### src/rtl/fptd_iteration_controller_if.sv
// Handshake and status bundle between a frame requester and fptd_iteration_controller.
// The controller sits on the slave modport; the requester/array side uses master.
interface fptd_iteration_controller_if #(
    parameter int FL       = 40,
    parameter int MAX_ITER = 32
);
    localparam int CNT_W = $clog2(MAX_ITER + 1);

    logic             start;
    logic             stop;
    logic [CNT_W-1:0] iter_num;
    logic [FL-1:0]    err_vec;
    logic             nClear;
    logic             Enable_Odd;
    logic             Enable_Even;
    logic             Enable_Term;
    logic             Enable_Error_Counter;
    logic             busy;
    logic             done;
    logic             aborted;
    logic [CNT_W-1:0] iter_cnt;
    logic [15:0]      err_iters;

    modport master (
        output start, stop, iter_num, err_vec,
        input  nClear, Enable_Odd, Enable_Even, Enable_Term, Enable_Error_Counter,
        input  busy, done, aborted, iter_cnt, err_iters
    );

    modport slave (
        input  start, stop, iter_num, err_vec,
        output nClear, Enable_Odd, Enable_Even, Enable_Term, Enable_Error_Counter,
        output busy, done, aborted, iter_cnt, err_iters
    );
endinterface

### src/rtl/fptd_iteration_controller.sv
// Iteration sequencer for a razor-protected fully-parallel decoder array: clear, termination flush,
// odd/even iterations with replay on razor errors. Define FPTD_RAZOR_STATS_EN to build the err_iters counter.
module fptd_iteration_controller #(
    parameter int FL        = 40,
    parameter int MAX_ITER  = 32,
    parameter int TERM_CYC  = 3,
    parameter int MAX_RETRY = 3
) (
    input logic                     Clock,
    input logic                     nReset,
    fptd_iteration_controller_if.slave bus
);
    localparam int CNT_W = $clog2(MAX_ITER + 1);
    localparam int TC_W  = $clog2(TERM_CYC + 1);
    localparam int RT_W  = $clog2(MAX_RETRY + 1);

    localparam logic [CNT_W-1:0] MAX_ITER_C  = CNT_W'(MAX_ITER);
    localparam logic [TC_W-1:0]  TERM_LAST   = TC_W'(TERM_CYC - 1);
    localparam logic [RT_W-1:0]  MAX_RETRY_C = RT_W'(MAX_RETRY);

    typedef enum logic [2:0] {
        S_IDLE, S_CLEAR, S_TERM, S_ODD, S_EVEN, S_EVAL, S_DONE
    } state_e;

    state_e           state_q, state_d;
    logic [TC_W-1:0]  term_cnt_q, term_cnt_d;
    logic [RT_W-1:0]  retry_cnt_q, retry_cnt_d;
    logic [CNT_W-1:0] iter_tgt_q, iter_tgt_d;
    logic [CNT_W-1:0] iter_cnt_q, iter_cnt_d;
    logic             iter_err_q, iter_err_d;
    logic             aborted_q, aborted_d;

    logic             err_any;
    logic             bad;
    logic             active;
    logic [CNT_W-1:0] iter_inc;

    assign err_any  = |bus.err_vec;
    assign bad      = iter_err_q | err_any;
    assign active   = state_q inside {S_CLEAR, S_TERM, S_ODD, S_EVEN, S_EVAL};
    assign iter_inc = iter_cnt_q + 1'b1;

    // NOTE: every variable gets its hold value first so no path through this block infers a latch.
    always_comb begin
        state_d     = state_q;
        term_cnt_d  = term_cnt_q;
        retry_cnt_d = retry_cnt_q;
        iter_tgt_d  = iter_tgt_q;
        iter_cnt_d  = iter_cnt_q;
        iter_err_d  = iter_err_q;
        aborted_d   = aborted_q;

        if (active && bus.stop) begin
            aborted_d = 1'b1;
            state_d   = S_DONE;
        end else begin
            case (state_q)
                S_IDLE: begin
                    if (bus.start) begin
                        if (bus.iter_num == '0)             iter_tgt_d = CNT_W'(1);
                        else if (bus.iter_num > MAX_ITER_C) iter_tgt_d = MAX_ITER_C;
                        else                                iter_tgt_d = bus.iter_num;
                        iter_cnt_d  = '0;
                        retry_cnt_d = '0;
                        aborted_d   = 1'b0;
                        state_d     = S_CLEAR;
                    end
                end
                S_CLEAR: begin
                    term_cnt_d = '0;
                    state_d    = S_TERM;
                end
                S_TERM: begin
                    if (term_cnt_q == TERM_LAST) state_d = S_ODD;
                    else                         term_cnt_d = term_cnt_q + 1'b1;
                end
                S_ODD: begin
                    iter_err_d = 1'b0;
                    state_d    = S_EVEN;
                end
                S_EVEN: begin
                    // The flag seen during EVEN belongs to the preceding ODD pulse.
                    iter_err_d = iter_err_q | err_any;
                    state_d    = S_EVAL;
                end
                S_EVAL: begin
                    if (bad) begin
                        if (retry_cnt_q < MAX_RETRY_C) begin
                            retry_cnt_d = retry_cnt_q + 1'b1;
                            state_d     = S_ODD;
                        end else begin
                            aborted_d = 1'b1;
                            state_d   = S_DONE;
                        end
                    end else begin
                        iter_cnt_d  = iter_inc;
                        retry_cnt_d = '0;
                        state_d     = (iter_inc == iter_tgt_q) ? S_DONE : S_ODD;
                    end
                end
                S_DONE:  state_d = S_IDLE;
                default: state_d = S_IDLE;
            endcase
        end
    end

    // NOTE: sequential state uses non-blocking assignments so every flop samples pre-edge values.
    always_ff @(posedge Clock or negedge nReset) begin
        if (!nReset) begin
            state_q     <= S_IDLE;
            term_cnt_q  <= '0;
            retry_cnt_q <= '0;
            iter_tgt_q  <= '0;
            iter_cnt_q  <= '0;
            iter_err_q  <= 1'b0;
            aborted_q   <= 1'b0;
        end else begin
            state_q     <= state_d;
            term_cnt_q  <= term_cnt_d;
            retry_cnt_q <= retry_cnt_d;
            iter_tgt_q  <= iter_tgt_d;
            iter_cnt_q  <= iter_cnt_d;
            iter_err_q  <= iter_err_d;
            aborted_q   <= aborted_d;
        end
    end

    always_comb begin
        bus.nClear               = 1'b1;
        bus.Enable_Odd           = 1'b0;
        bus.Enable_Even          = 1'b0;
        bus.Enable_Term          = 1'b0;
        bus.Enable_Error_Counter = 1'b0;
        bus.busy                 = active;
        bus.done                 = 1'b0;
        case (state_q)
            S_CLEAR: bus.nClear      = 1'b0;
            S_TERM:  bus.Enable_Term = 1'b1;
            S_ODD:   bus.Enable_Odd  = 1'b1;
            S_EVEN:  bus.Enable_Even = 1'b1;
            S_DONE: begin
                bus.done                 = 1'b1;
                bus.Enable_Error_Counter = 1'b1;
            end
            default: ;
        endcase
    end

    assign bus.aborted  = aborted_q;
    assign bus.iter_cnt = iter_cnt_q;

`ifdef FPTD_RAZOR_STATS_EN
    logic        err_inc;
    logic [15:0] err_iters_q, err_iters_d;

    // A replay is counted exactly when EVAL sends the same iteration back to ODD.
    assign err_inc = (state_q == S_EVAL) && !bus.stop && bad && (retry_cnt_q < MAX_RETRY_C);

    always_comb begin
        err_iters_d = err_iters_q;
        if (err_inc && (err_iters_q != 16'hFFFF)) err_iters_d = err_iters_q + 16'd1;
    end

    always_ff @(posedge Clock or negedge nReset) begin
        if (!nReset) err_iters_q <= '0;
        else         err_iters_q <= err_iters_d;
    end

    assign bus.err_iters = err_iters_q;
`else
    assign bus.err_iters = '0;
`endif
endmodule

### src/flat_wrapper.sv
// flat-port wrapper written by rule: the top's interface ports become plain ports
module fptd_iteration_controller_flat 
#(
    parameter int FL        = 40,
    parameter int MAX_ITER  = 32,
    parameter int TERM_CYC  = 3,
    parameter int MAX_RETRY = 3
)
  (Clock, nReset, bus_start, bus_stop, bus_iter_num, bus_err_vec, bus_nClear, bus_Enable_Odd, bus_Enable_Even, bus_Enable_Term, bus_Enable_Error_Counter, bus_busy, bus_done, bus_aborted, bus_iter_cnt, bus_err_iters);
  fptd_iteration_controller_if #(.FL(FL), .MAX_ITER(MAX_ITER)) bus_i ();
  input logic Clock;
  input logic nReset;
  input wire logic [$bits(bus_i.start)-1:0] bus_start;
  input wire logic [$bits(bus_i.stop)-1:0] bus_stop;
  input wire logic [$bits(bus_i.iter_num)-1:0] bus_iter_num;
  input wire logic [$bits(bus_i.err_vec)-1:0] bus_err_vec;
  output wire logic [$bits(bus_i.nClear)-1:0] bus_nClear;
  output wire logic [$bits(bus_i.Enable_Odd)-1:0] bus_Enable_Odd;
  output wire logic [$bits(bus_i.Enable_Even)-1:0] bus_Enable_Even;
  output wire logic [$bits(bus_i.Enable_Term)-1:0] bus_Enable_Term;
  output wire logic [$bits(bus_i.Enable_Error_Counter)-1:0] bus_Enable_Error_Counter;
  output wire logic [$bits(bus_i.busy)-1:0] bus_busy;
  output wire logic [$bits(bus_i.done)-1:0] bus_done;
  output wire logic [$bits(bus_i.aborted)-1:0] bus_aborted;
  output wire logic [$bits(bus_i.iter_cnt)-1:0] bus_iter_cnt;
  output wire logic [$bits(bus_i.err_iters)-1:0] bus_err_iters;
  assign bus_i.start = bus_start;
  assign bus_i.stop = bus_stop;
  assign bus_i.iter_num = bus_iter_num;
  assign bus_i.err_vec = bus_err_vec;
  assign bus_nClear = bus_i.nClear;
  assign bus_Enable_Odd = bus_i.Enable_Odd;
  assign bus_Enable_Even = bus_i.Enable_Even;
  assign bus_Enable_Term = bus_i.Enable_Term;
  assign bus_Enable_Error_Counter = bus_i.Enable_Error_Counter;
  assign bus_busy = bus_i.busy;
  assign bus_done = bus_i.done;
  assign bus_aborted = bus_i.aborted;
  assign bus_iter_cnt = bus_i.iter_cnt;
  assign bus_err_iters = bus_i.err_iters;
  fptd_iteration_controller #(.FL(FL), .MAX_ITER(MAX_ITER), .TERM_CYC(TERM_CYC), .MAX_RETRY(MAX_RETRY)) u_core (.Clock(Clock), .nReset(nReset), .bus(bus_i));
endmodule
### config.mk
export PLATFORM = sky130hd
export DESIGN_NAME = fptd_iteration_controller_flat
export DESIGN_NICKNAME = d
export VERILOG_FILES = /design/src/rtl/fptd_iteration_controller_if.sv /design/src/rtl/fptd_iteration_controller.sv /design/src/flat_wrapper.sv
export SDC_FILE = /design/constraint.sdc
export NUM_CORES = 1
export LEC_CHECK = 0
export CORE_MARGIN = 10
export CORE_UTILIZATION = 41
export CTS_BUF_LIST = sky130_fd_sc_hd__clkbuf_8
export CTS_CLUSTER_SIZE = 28
export DETAILED_ROUTE_END_ITERATION = 6
export GPL_ROUTABILITY_DRIVEN = 1
export GPL_TIMING_DRIVEN = 0
export PLACE_DENSITY = 0.83
export SETUP_SLACK_MARGIN = 0.02
export SYNTH_ARGS = -nofsm -noshare
export SYNTH_HDL_FRONTEND = slang
export SYNTH_SLANG_ARGS = --single-unit
### constraint.sdc
create_clock -name Clock -period 2.4 [get_ports Clock]
set_input_delay 0.48 -clock Clock [delete_from_list [all_inputs] [get_ports Clock]]
set_output_delay 0.48 -clock Clock [all_outputs]
set_load 0.02 [all_outputs]
==> run metrics, run 1 <==
switch share=39.97%; WP data arrival=1780 ps; Synth area leaders=dfrtp_1 (34%), buf_4 (8.3%), nand2_1 (4.4%); Max Slew Vio Count=0; status=finished, final reports clean; xor/xnor cell area share of the yosys netlist=3.977%; Mapped Cells=173; Fmax=0.4428 GHz; first-pass GRT wire length=6686 µm; worst setup margin=141.5 ps; Post-Synth Adder-Cell Area=2.435%; vias in the first global route=1470; Setup Skew=2.343 ps; largest family of logic cells by synthesized area=simple AND/OR/NAND/NOR gates; CTS sink cnt=21; Synth cell types=47; Non-Filler Instances=303; Post-Synth Simple-Gate Area=27.92%; largest net degree at the start of global routing=22; switching pwr=0.7044 mW; final setup TNS=0 ps; Combinational Power Share=53.8%; minimum clock period=2259 ps; CP endpoint kind=primary output; area of the core=3661 µm²; GRT Total Usage=12.35%; Crit Path Class=reg2out; Worst VDD drop=0.4552 mV; layout net count=309; Worst Setup Slack post-DPL=59.45 ps; DR WL/cell=14.28 µm; register area share after synthesis=34.09%; Yosys reg bits=21; P&R area growth vs syn=52.52%; sequential power share=33.4%; mux share of post-synthesis cell area=2.354%; Max Fanout on Critical Path=10; Synth Area in Compound Gates=16.88%; IO buf count=63; ys async rst share=100.0%; CTS Buffer Depth=2; clk_lat worst skew=260 ps; layout cell share with drive strength beyond 1=15.69%; hold crit path type=reg2reg; CTS Buf Count=3; initial antenna violation count=0; endpoints failing setup=0; Placed Instances=299; Die Area=6612 µm²; Int Pwr=1.058 mW; slowest stage cell, crit path=clkdlybuf4s50_1; startpoint types=flip-flop; clock-pin slew on the worst setup and hold paths=80 ps; TritonCTS clock tree=done; Max-slew headroom=37.93%; TritonRoute pass-1 iters=4; RSZ-0062 raised after global routing=no; P per Cell Area=749.6 nW/µm²; most common cell in the netlist=dfrtp_1; Post-route DRC=0; Buf/Inv on CP=2; max_cap viols=0; via count=1512; row cnt=22; total grt overflow=0; syn_area_per_cell=8.910 µm²; Clock power frac=12.8%; CP delay by family, top=buffers and inverters; crit share post-route=94.11%; Post-synth EDFFs=0; DR vias/cell=4.990; Chip Width=81.32 µm; DPL Wire Length=3664 µm; yosys warns=0; H-tree Lvls=1; DIE HEIGHT=81.32 µm; Synth Flop Type=dfrtp_1; Final Hold Viols=0; share of the synthesized area in the top cell type=34.09%; Starting Density=42.11%; ant diodes=0; cell area after synthesis=1541 µm²; Initial DRC Count=50; max incr delay on CP=650 ps; final wirelength=4326 µm; clk root buf=clkbuf_8; Worst-Margin Slew=928.1 ps; Leak Pwr=1.072 nW; routability cong.=0.8616; Synth top cells by count=dfrtp_1 (21), nand2_1 (18), buf_4 (17); post-route ant nets=0; area leader, netlist=dfrtp_1; # hold bufs at CTS=0; worst-path cell chain=clkbuf_4 -> a21oi_1 -> clkdlybuf4s50_1; WP data required=1920 ps; I/O pins=80
## power by group through the flow
stage	Combinational (mW)	Clock, mW	Sequential [mW]
after floorplan	0.578	0	0.592
after global placement	0.911	0	0.588
after detailed placement	0.932	0	0.592
after CTS	0.944	0.228	0.586
after global routing	1.04	0.248	0.610
final	0.948	0.225	0.588
## registers in the layout (all words and copies together), names as in the netlist
name	count
u_core.retry_cnt_q	2
u_core.iter_tgt_q	6
u_core.bus.aborted	1
u_core.state_q	3
u_core.bus.iter_cnt	6
u_core.term_cnt_q	2
u_core.iter_err_q	1
## kinds of logic (layout without fill, tap and decap cells)
family | Yosys count | count (layout)
other | 1 | 16
and+or+nand+nor | 65 | 65
adders and majority gates | 3 | 3
buffers and inverters | 32 | 99
muxes | 3 | 3
xor gates and xnor gates | 7 | 7
AOI/OAI and AO/OA | 41 | 41
DFF | 21 | 21
## worst min-delay path, stage by stage (launching register included)
cell and delay [ps]:
dfrtp_1 360, nand2_1 50, o21ai_0 60
## cell usage in the layout, fill, tap and decap left out, types with 4 or more instances in the layout
cell and instances:
clkdlybuf4s50_1 62, buf_4 17, nand2b_1 5, a31oi_1 5
inv_1 10, nor2_1 6, nor4_1 4, nor4_2 5
a21oi_1 7, nor3_1 6, o21ai_0 10, conb_1 16
xnor2_1 4, nand2_1 18, dfrtp_1 21
## layer usage
| metal | up-vias | global-route usage [%] | share of wire, % |
|---|---|---|---|
| met2 | 82 | 20.85 | 44 |
| met5 | - | 0 | 0 |
| met4 | 0 | 2.076 | 0.49 |
| met3 | 4 | 4.857 | 12 |
| met1 | 672 | 14.64 | 43 |
| li1 | 754 | - | - |
## repair_timing
item | 4_1_cts | 5_1_grt
pin swaps | 0 | 0
endpoints found under the setup margin | 2 | 3
gates resized for setup | 2 | 5
setup buffers | 0 | 0
hold endpoints to repair | 0 | 0
## area by class of cell
class | count | area, µm²
Buffer | 23 | 157.7
Fill cell | 326 | 1310
Multi-Input combinational cell | 135 | 895.9
Clock inverter | 1 | 3.754
Inverter | 9 | 33.78
Timing Repair Buffer | 63 | 633.1
Sequential cell | 21 | 525.5
Tap cell | 48 | 60.06
Clock buffer | 3 | 41.29
## through the flow
| stage | total power, mW | util (%) | cell area [µm²] | hold slack (ps) |
|---|---|---|---|---|
| global placement | 1.498 | 62.51 | 2288 | 468.3 |
| global route | 1.902 | 64.22 | 2351 | 532.8 |
| CTS | 1.759 | 63.91 | 2340 | 507.3 |
| finish | 1.762 | 64.22 | 2351 | 500.9 |
| floorplan | 1.170 | - | 1598 | 184.4 |
| detailed placement | 1.524 | 62.51 | 2288 | 486.1 |
## worst paths after layout
check / startpoint / end / slack, ps / depth (start not counted)
setup / recovery: u_core.state_q[1] / bus_busy / 140 / 3
hold / removal: u_core.iter_tgt_q[4] / u_core.iter_tgt_q[4] / 500 / 2
setup reg to reg: u_core.bus.iter_cnt[0] / u_core.state_q[2] / 440 / 6
hold reg to reg: u_core.iter_tgt_q[4] / u_core.iter_tgt_q[4] / 500 / 2
max in group asynchronous: nReset / u_core.term_cnt_q[0] / 1090 / 1
min in group asynchronous: nReset / u_core.iter_tgt_q[4] / 740 / 1
Note: power is estimated with default switching activity, not from simulation.
==> run 2, diff against run 1 <==
--- a/config.mk
+++ b/config.mk
@@ -6,13 +6,13 @@
 export NUM_CORES = 1
 export LEC_CHECK = 0
 export CORE_MARGIN = 10
-export CORE_UTILIZATION = 41
+export CORE_UTILIZATION = 37
 export CTS_BUF_LIST = sky130_fd_sc_hd__clkbuf_8
-export CTS_CLUSTER_SIZE = 28
+export CTS_CLUSTER_SIZE = 8
 export DETAILED_ROUTE_END_ITERATION = 6
 export GPL_ROUTABILITY_DRIVEN = 1
 export GPL_TIMING_DRIVEN = 0
-export PLACE_DENSITY = 0.83
+export PLACE_DENSITY = 0.79
 export SETUP_SLACK_MARGIN = 0.02
 export SYNTH_ARGS = -nofsm -noshare
 export SYNTH_HDL_FRONTEND = slang
==> constraint.sdc (replaced) <==
create_clock -name Clock -period 1.9 [get_ports Clock]
set_input_delay 0.38 -clock Clock [delete_from_list [all_inputs] [get_ports Clock]]
set_output_delay 0.38 -clock Clock [all_outputs]
set_load 0.02 [all_outputs]
==> run metrics, run 2 (synthesis results as in run 1) <==
DIE HEIGHT=84.55 µm; Worst VDD drop=0.4998 mV; initial antenna violation count=0; CTS Buf Count=3; Worst R2R Start=u_core.state_q[1]; Placed Instances=301; final setup TNS=0 ps; IO buf count=63; worst-path cell chain=clkdlybuf4s50_1 -> nor4_4 -> nand4_2 -> buf_6 -> nor4_4 -> buf_4 -> a41oi_2 -> a31oi_1; total grt overflow=0; max incr delay on CP=440 ps; TritonRoute pass-1 iters=4; GRT Total Usage=12.34%; Hold Crit Depth=2; DR WL/cell=15.58 µm; worst setup margin=62.79 ps; I/O pins=80; WP data arrival=2010 ps; P per Cell Area=898.9 nW/µm²; max_cap viols=0; DPL Wire Length=3746 µm; clk_lat worst skew=250 ps; cell mode on critical path=nor4_4; startpoint types=primary input; Initial DRC Count=72; Worst-Margin Slew=943.1 ps; P&R area growth vs syn=64.94%; minimum clock period=1837 ps; Chip Width=84.55 µm; R2R cell count=6; Die Area=7148 µm²; slowest stage cell, crit path=clkdlybuf4s50_1; Max-slew headroom=36.93%; # hold bufs at CTS=0; Leak Pwr=1.245 nW; Max Slew Vio Count=0; endpoints failing setup=0; status=finished, final reports clean; crit share post-route=96.70%; DR vias/cell=4.968; Final Hold Viols=0; Crit Path Class=in2reg; most common cell after layout, fill and taps aside=clkdlybuf4s50_1; CP endpoint kind=flip-flop; first-pass GRT wire length=7521 µm; Final Hold Slack=497.1 ps; TritonCTS clock tree=done; clk root buf=clkbuf_8; Fmax=0.5443 GHz; row cnt=23; CTS sink cnt=21; Worst Setup Slack post-DPL=-424.9 ps; Max Fanout on Critical Path=5; largest net degree at the start of global routing=22; hold crit path type=reg2reg; Post-route DRC=0; Critical Path Source=bus_err_vec[6]; layout cell share with drive strength beyond 1=25.76%; most frequent cells in the layout=clkdlybuf4s50_1 (33), buf_4 (23), nand2_1 (18), dfrtp_1 (18), conb_1 (16); Non-Filler Instances=314; WP data required=2070 ps; routability cong.=0.8708; clock-pin slew on the worst setup and hold paths=80 ps; Starting Density=38.26%; area of the core=4029 µm²; Design Power=2.286 mW; # fillers=337; vias in the first global route=1485; CTS Buffer Depth=2; final wirelength=4893 µm; via count=1560; ant diodes=0; H-tree Lvls=1; Setup Skew=5.776 ps; layout net count=318; post-route ant nets=0; min-delay src=u_core.term_cnt_q[1]
==> run 2: final cells by class <==
cell class	instances	area, µm²	area share (%)
Inverter	9	33.78	1.329
Timing Repair Buffer	72	715.7	28.15
Tap cell	50	62.56	2.461
Clock buffer	3	41.29	1.624
Buffer	23	160.2	6.299
Multi-Input combinational cell	135	994.7	39.12
Sequential cell	21	529.3	20.82
Clock inverter	1	5.005	0.1969
==> run 2: routing by layer <==
layer	track usage, %	wire length, µm
met1	15.80	2250
met2	20.04	2231
met3	3.768	390
met4	2.246	20
met5	0	0
==> run 2: final timing paths <==
path                       slack (ps)                      to
max reg2reg                       110  u_core.bus.iter_cnt[3]
max in group asynchronous         610  u_core.bus.iter_cnt[0]
min reg2reg                       500    u_core.term_cnt_q[1]
min                               500    u_core.term_cnt_q[1]
min in group asynchronous         650   u_core.retry_cnt_q[0]
max                                60  u_core.bus.iter_cnt[3]
==> run 2: timing repair <==
action,CTS,global route
setup buffers,4,5
resized for setup,32,37
endpoints found under the setup margin,17,16
pin swaps,8,15
cloned,0,0
==> run 2: power breakdown <==
group          leakage (nW)  internal (mW)  total, mW  switching, mW
Combinational         0.949          0.589       1.23          0.643
Sequential            0.271          0.606      0.766          0.160
Clock                0.0255          0.146      0.287          0.141
==> run 2: through the flow <==
| stage | utilization, % | cell area, µm² |
|---|---|---|
| after global routing | 63.11 | 2542 |
| after CTS | 59.47 | 2396 |
| after global placement | 56.99 | 2296 |
| final | 63.11 | 2542 |
| after detailed placement | 56.99 | 2296 |
| after floorplan | - | 1603 |
==> run 2: worst max-delay path, delay by kind of cell <==
family	cells	cell delay [ps]
buffers and inverters	3	770
AND/OR/NAND/NOR	3	570
AO/OA/AOI/OAI	2	290
==> variant 1, RTL diff (config.mk and constraints of run 1) <==
`TERM_CYC` is set to 3 in 2 places; all go to 5.
--- a/src/rtl/fptd_iteration_controller.sv
+++ b/src/rtl/fptd_iteration_controller.sv
@@ -3,7 +3,7 @@
 module fptd_iteration_controller #(
     parameter int FL        = 40,
     parameter int MAX_ITER  = 32,
-    parameter int TERM_CYC  = 3,
+    parameter int TERM_CYC  = 5,
     parameter int MAX_RETRY = 3
 ) (
     input logic                     Clock,
--- a/src/flat_wrapper.sv
+++ b/src/flat_wrapper.sv
@@ -3,7 +3,7 @@
 #(
     parameter int FL        = 40,
     parameter int MAX_ITER  = 32,
-    parameter int TERM_CYC  = 3,
+    parameter int TERM_CYC  = 5,
     parameter int MAX_RETRY = 3
 )
   (Clock, nReset, bus_start, bus_stop, bus_iter_num, bus_err_vec, bus_nClear, bus_Enable_Odd, bus_Enable_Even, bus_Enable_Term, bus_Enable_Error_Counter, bus_busy, bus_done, bus_aborted, bus_iter_cnt, bus_err_iters);
Function: changed (a bounded check fails within 10 cycles, from zero or initial values and one cycle with nReset low).
==> variant 1 against run 1 <==
Area after synthesis increased by 4.1%; wire length is 9.7% higher; sequential share of layout area grew 0.45 points; total power rose by 11%; sequential cell count is 1 higher; count of clock-buffer cells in the layout is the same; die area is 3.1% higher; setup slack worse by 0.055 ns; fmax is 2.4% lower; sequential power shrank 4.4%; cell area up 2.7%; clock power grew 57%; critical path depth stayed put; first-iteration DRC count grew to 3.1 times the old value; largest power group unchanged.
==> variant 1: results (changes against run 1) <==
stage,metric,value,unit,change
run_status,status,completed,,
place,placed insts,310,,+3.7%
place,RePlAce Congestion,0.787,,-8.6%
logic_synthesis,Syn Area/Cell,8.68,sq um,-2.6%
grt,GRT Overall Usage,0.136,,+0.0122
hold_path,WHS Path Cells,1,,-1
logic_synthesis,fraction of registers with async set/reset,1.00,,unchanged
place,IO buf count,62,,-1.6%
layout,Final nets,321,,+3.9%
hold_path,Hold Crit Class,reg2reg,,
clock_network,# Post-CTS Setup Buffers,0,,unchanged
clock_network,clk slew on worst S/H paths,0.08,ns,about the same
critical_path,worst path arrival time,1.83,ns,+0.05 ns
logic_synthesis,Yosys cell types,43,,-8.5%
grt,met2 usage,0.244,,+0.0356
critical_path,r2r setup slk,0.57,ns,+0.13 ns
critical_path,worst reg2reg endpoint,u_core.state_q[0]$_DFFE_PN0P_,,
drt,via/cell ratio,5.12,,+2.6%
layout,fraction of layout cells with a size suffix above 1,0.128,,-0.0290
drt,DR vias,1608,,+6.3%
critical_path,crit path max-delay cell type,clkdlybuf4s50_1,,
hold_path,hold-critical path endpoint,u_core.term_cnt_q[2]$_DFFE_PN0P_,,
grt,M1 GR Usage,0.152,,+0.00562
drt,Post-Route WL,4750,um,+9.7%
layout,Fillers,317,,-2.8%
drt,1st-iter DRT viols,156,,+210%
pwr,Leak,1.10,nW,+2.2%
place,Post-DP HPWL,3940,um,+7.6%
logic_synthesis,Post-synth top cells,"dfrtp_1, nand2_1, buf_4",,
place,dpl ws,0.122,ns,+0.0624 ns
logic_synthesis,"Seq/Total Area, Yosys",0.343,,+0.00204
timing,Post-Route Skew,0.00297,ns,+0.000627 ns
timing,worst rel slew slack,0.325,,-0.0547
pwr,worst vdd ir,0.368,mV,-19%
logic_synthesis,"top cells by area, synth","dfrtp_1, buf_4, nor4_1, o21ai_0, nand2_1",,
grt,largest net degree at the start of global routing,23,,+4.5%
grt,first-pass GRT wire length,7340,um,+9.8%
grt,grt met3 use,0.0335,,-0.0151
hold_path,worst hold start,u_core.term_cnt_q[2]$_DFFE_PN0P_,,
-- variant 1: cell types whose count changed after synthesis, sizes merged, moves of 4 or more --
cell | before | now
nor2 | 6 | 10
nor3 | 8 | 4
o21ai | 11 | 16
and3 | 2 | 6
o41ai | 0 | 4
-- variant 1: metal layers --
| layer | share of wire | wire length [um] |
|---|---|---|
| met5 | 0 | 0 |
| met4 | 0.016 | 78 |
| met3 | 0.079 | 374 |
| met2 | 0.53 | 2500 |
| met1 | 0.38 | 1790 |
-- variant 1: how the worst max path moves through the flow --
stage                                         endpoint  cells after the start  slack, ns
CTS                           bus_Enable_Error_Counter                      4       0.06
global placement    u_core.bus.iter_cnt[3]$_DFFE_PN0P_                      7       0.12
finish                                        bus_busy                      3       0.09
global route                                  bus_busy                      3       0.03
detailed placement   u_core.retry_cnt_q[0]$_DFFE_PN0P_                      7       0.12
floorplan                u_core.state_q[0]$_DFFE_PN0P_                      6       0.64
-- variant 1: timing repair --
| action | CTS | global route |
|---|---|---|
| setup endpoints to repair | 5 | 1 |
| hold buffers | 0 | 0 |
| gates resized for setup | 5 | 1 |
-- variant 1: cell type report --
| cell class | count | share of cell area |
|---|---|---|
| clock buffers | 3 | 0.0171 |
| flip-flops and latches | 22 | 0.228 |
| multi-input cells | 148 | 0.380 |
| inverters | 6 | 0.00933 |
| well taps | 48 | 0.0249 |
| clock inverters | 1 | 0.0124 |
| plain buffers | 24 | 0.0725 |
| repair buffers | 62 | 0.256 |
-- variant 1: worst max-delay path: cells and delay by family (launching register included) --
kind | cells | cell delay [ns]
buffers and inverters | 2 | 0.88
flip-flops | 1 | 0.46
AO/OA/AOI/OAI | 1 | 0.22
-- variant 1: per-stage QoR --
stage	utilization	hold WS [ns]	total power (W)	cell area, sq um
2_1_floorplan	-	0.184	0.00125	1660
3_3_place_gp	0.630	0.471	0.00158	2340
3_5_place_dp	0.630	0.476	0.00161	2340
4_1_cts	0.649	0.492	0.00196	2410
5_1_grt	0.650	0.528	0.00208	2410
6_report	0.650	0.487	0.00195	2410
-- variant 1: where the power goes --
part	switching [W]	total (W)	leakage, nW	internal (W)
sequential	0.0000857	0.000562	0.289	0.000476
combinational	0.000562	0.00104	0.772	0.000475
clock	0.000130	0.000353	0.0357	0.000223
total	0.000778	0.00195	1.10	0.00117
-- variant 1: cell families after synthesis --
| family | synth area share |
|---|---|
| AOI/OAI and AO/OA | 0.188 |
| xor gates and xnor gates | 0.0436 |
| adders and majority gates | 0.0312 |
| buffers and inverters | 0.121 |
| DFF | 0.343 |
| muxes | 0.0273 |
| other | 0.00234 |
| and+or+nand+nor | 0.244 |
==> variant 2, RTL diff (settings of run 1) <==
Without the edit above. Add a define of `FPTD_RAZOR_STATS_EN`.
--- a/src/rtl/fptd_iteration_controller.sv
+++ b/src/rtl/fptd_iteration_controller.sv
@@ -1,5 +1,7 @@
 // Iteration sequencer for a razor-protected fully-parallel decoder array: clear, termination flush,
 // odd/even iterations with replay on razor errors. Define FPTD_RAZOR_STATS_EN to build the err_iters counter.
+`define FPTD_RAZOR_STATS_EN
+
 module fptd_iteration_controller #(
     parameter int FL        = 40,
     parameter int MAX_ITER  = 32,
Function: changed (Yosys sat finds a counterexample within 10 cycles, from zero or initial values and one cycle with nReset low).
==> variant 2 against run 1 <==
Area after synthesis up 48%; clock skew is 0.0090 ns higher; cell area is 38% higher; register-to-register slack better by 0.05 ns; sequential cell count up 16; wire length is 43% higher; total power rose by 41%; setup slack better by 0.031 ns; final cell count rose by 31%; critical endpoint is now bus_nClear.
==> variant 2: results (changes against run 1) <==
stage,metric,value,unit,change
run_status,status,completed,,
critical_path,Critical Path Max Stage Delay,0.60,ns,-0.05 ns
drt,M1 WL,2440,um,+31%
drt,via/cell ratio,5.50,,+10%
pwr,pwr/cell area,766,nW/um^2,+2.2%
place,placed insts,388,,+30%
layout,Final nets,377,,+22%
hold_path,Hold Crit Class,in2async,,
critical_path,worst path arrival time,1.75,ns,-0.03 ns
clock_network,cts bufs inserted,5,,+2
drt,1st-iter DRT viols,74,,+48%
place,dpl ws,-0.0855,ns,-0.145 ns
drt,WL met2,2830,um,+50%
timing,Final Cycle Share,0.928,,-0.0131
layout,fraction of layout cells with a size suffix above 1,0.108,,-0.0488
layout,Fillers,495,,+52%
place,IO buf count,78,,+24%
pwr,worst vdd ir,0.390,mV,-14%
grt,GRT Overall Usage,0.138,,+0.0140
timing,Post-Route Skew,0.0114,ns,+0.00905 ns
critical_path,r2r setup slk,0.49,ns,+0.05 ns
logic_synthesis,Yosys cell types,53,,+13%
clock_network,H-tree depth,2,,+1
grt,M1 GR Usage,0.148,,+0.00196
timing,hold_ws,0.281,ns,-0.220 ns
grt,first-pass GRT wire length,10100,um,+50%
pwr,Leak,1.37,nW,+28%
place,Post-DP HPWL,4860,um,+33%
place,RePlAce Congestion,0.876,,+1.7%
clock_network,Clock Latency Late Sink,0.29,ns,+0.03 ns
-- variant 2: report_power, final --
part | total, W | internal, W | switching (W)
Clock | 0.000431 | 0.000200 | 0.000231
Sequential | 0.000903 | 0.000770 | 0.000133
Combinational | 0.00115 | 0.000550 | 0.000600
Total | 0.00248 | 0.00152 | 0.000963
-- variant 2: layout make-up --
type | instances | share of cell area
tap | 72 | 0.0278
clock buffer | 5 | 0.0212
inverter | 4 | 0.00463
sequential | 37 | 0.285
timing repair buffer | 78 | 0.240
clock inverter | 3 | 0.00540
multi-input combinational | 184 | 0.387
buffer | 13 | 0.0285
-- variant 2: kinds of logic (layout without fill, tap and decap cells) --
logic type                 count (synthesis)  after routing  share of synthesized area
buffers and inverters                     17            103                     0.0455
AOI/OAI and AO/OA                         46             46                      0.153
and+or+nand+nor                          109            109                      0.277
adders and majority gates                  4              4                     0.0219
muxes                                      2              2                    0.00986
xor gates and xnor gates                  23             23                     0.0882
DFF                                       37             37                      0.405
-- variant 2: repair_timing --
item	in CTS	in global routing
setup endpoints to repair	5	3
gates resized for setup	6	3
gates cloned	0	0
-- variant 2: worst paths after layout --
check                                                  from                                  end  cells after the start
setup reg to reg              u_core.state_q[1]$_DFFE_PN0P_  u_core.bus.err_iters[9]$_DFFE_PN0P_                      7
hold / removal                                       nReset    u_core.retry_cnt_q[0]$_DFFE_PN0P_                      1
setup / recovery              u_core.state_q[1]$_DFFE_PN0P_                           bus_nClear                      4
hold reg to reg            u_core.term_cnt_q[1]$_DFFE_PN0P_     u_core.term_cnt_q[1]$_DFFE_PN0P_                      2
max in group asynchronous                            nReset   u_core.bus.iter_cnt[0]$_DFFE_PN0P_                      1
min in group Clock         u_core.term_cnt_q[1]$_DFFE_PN0P_     u_core.term_cnt_q[1]$_DFFE_PN0P_                      2
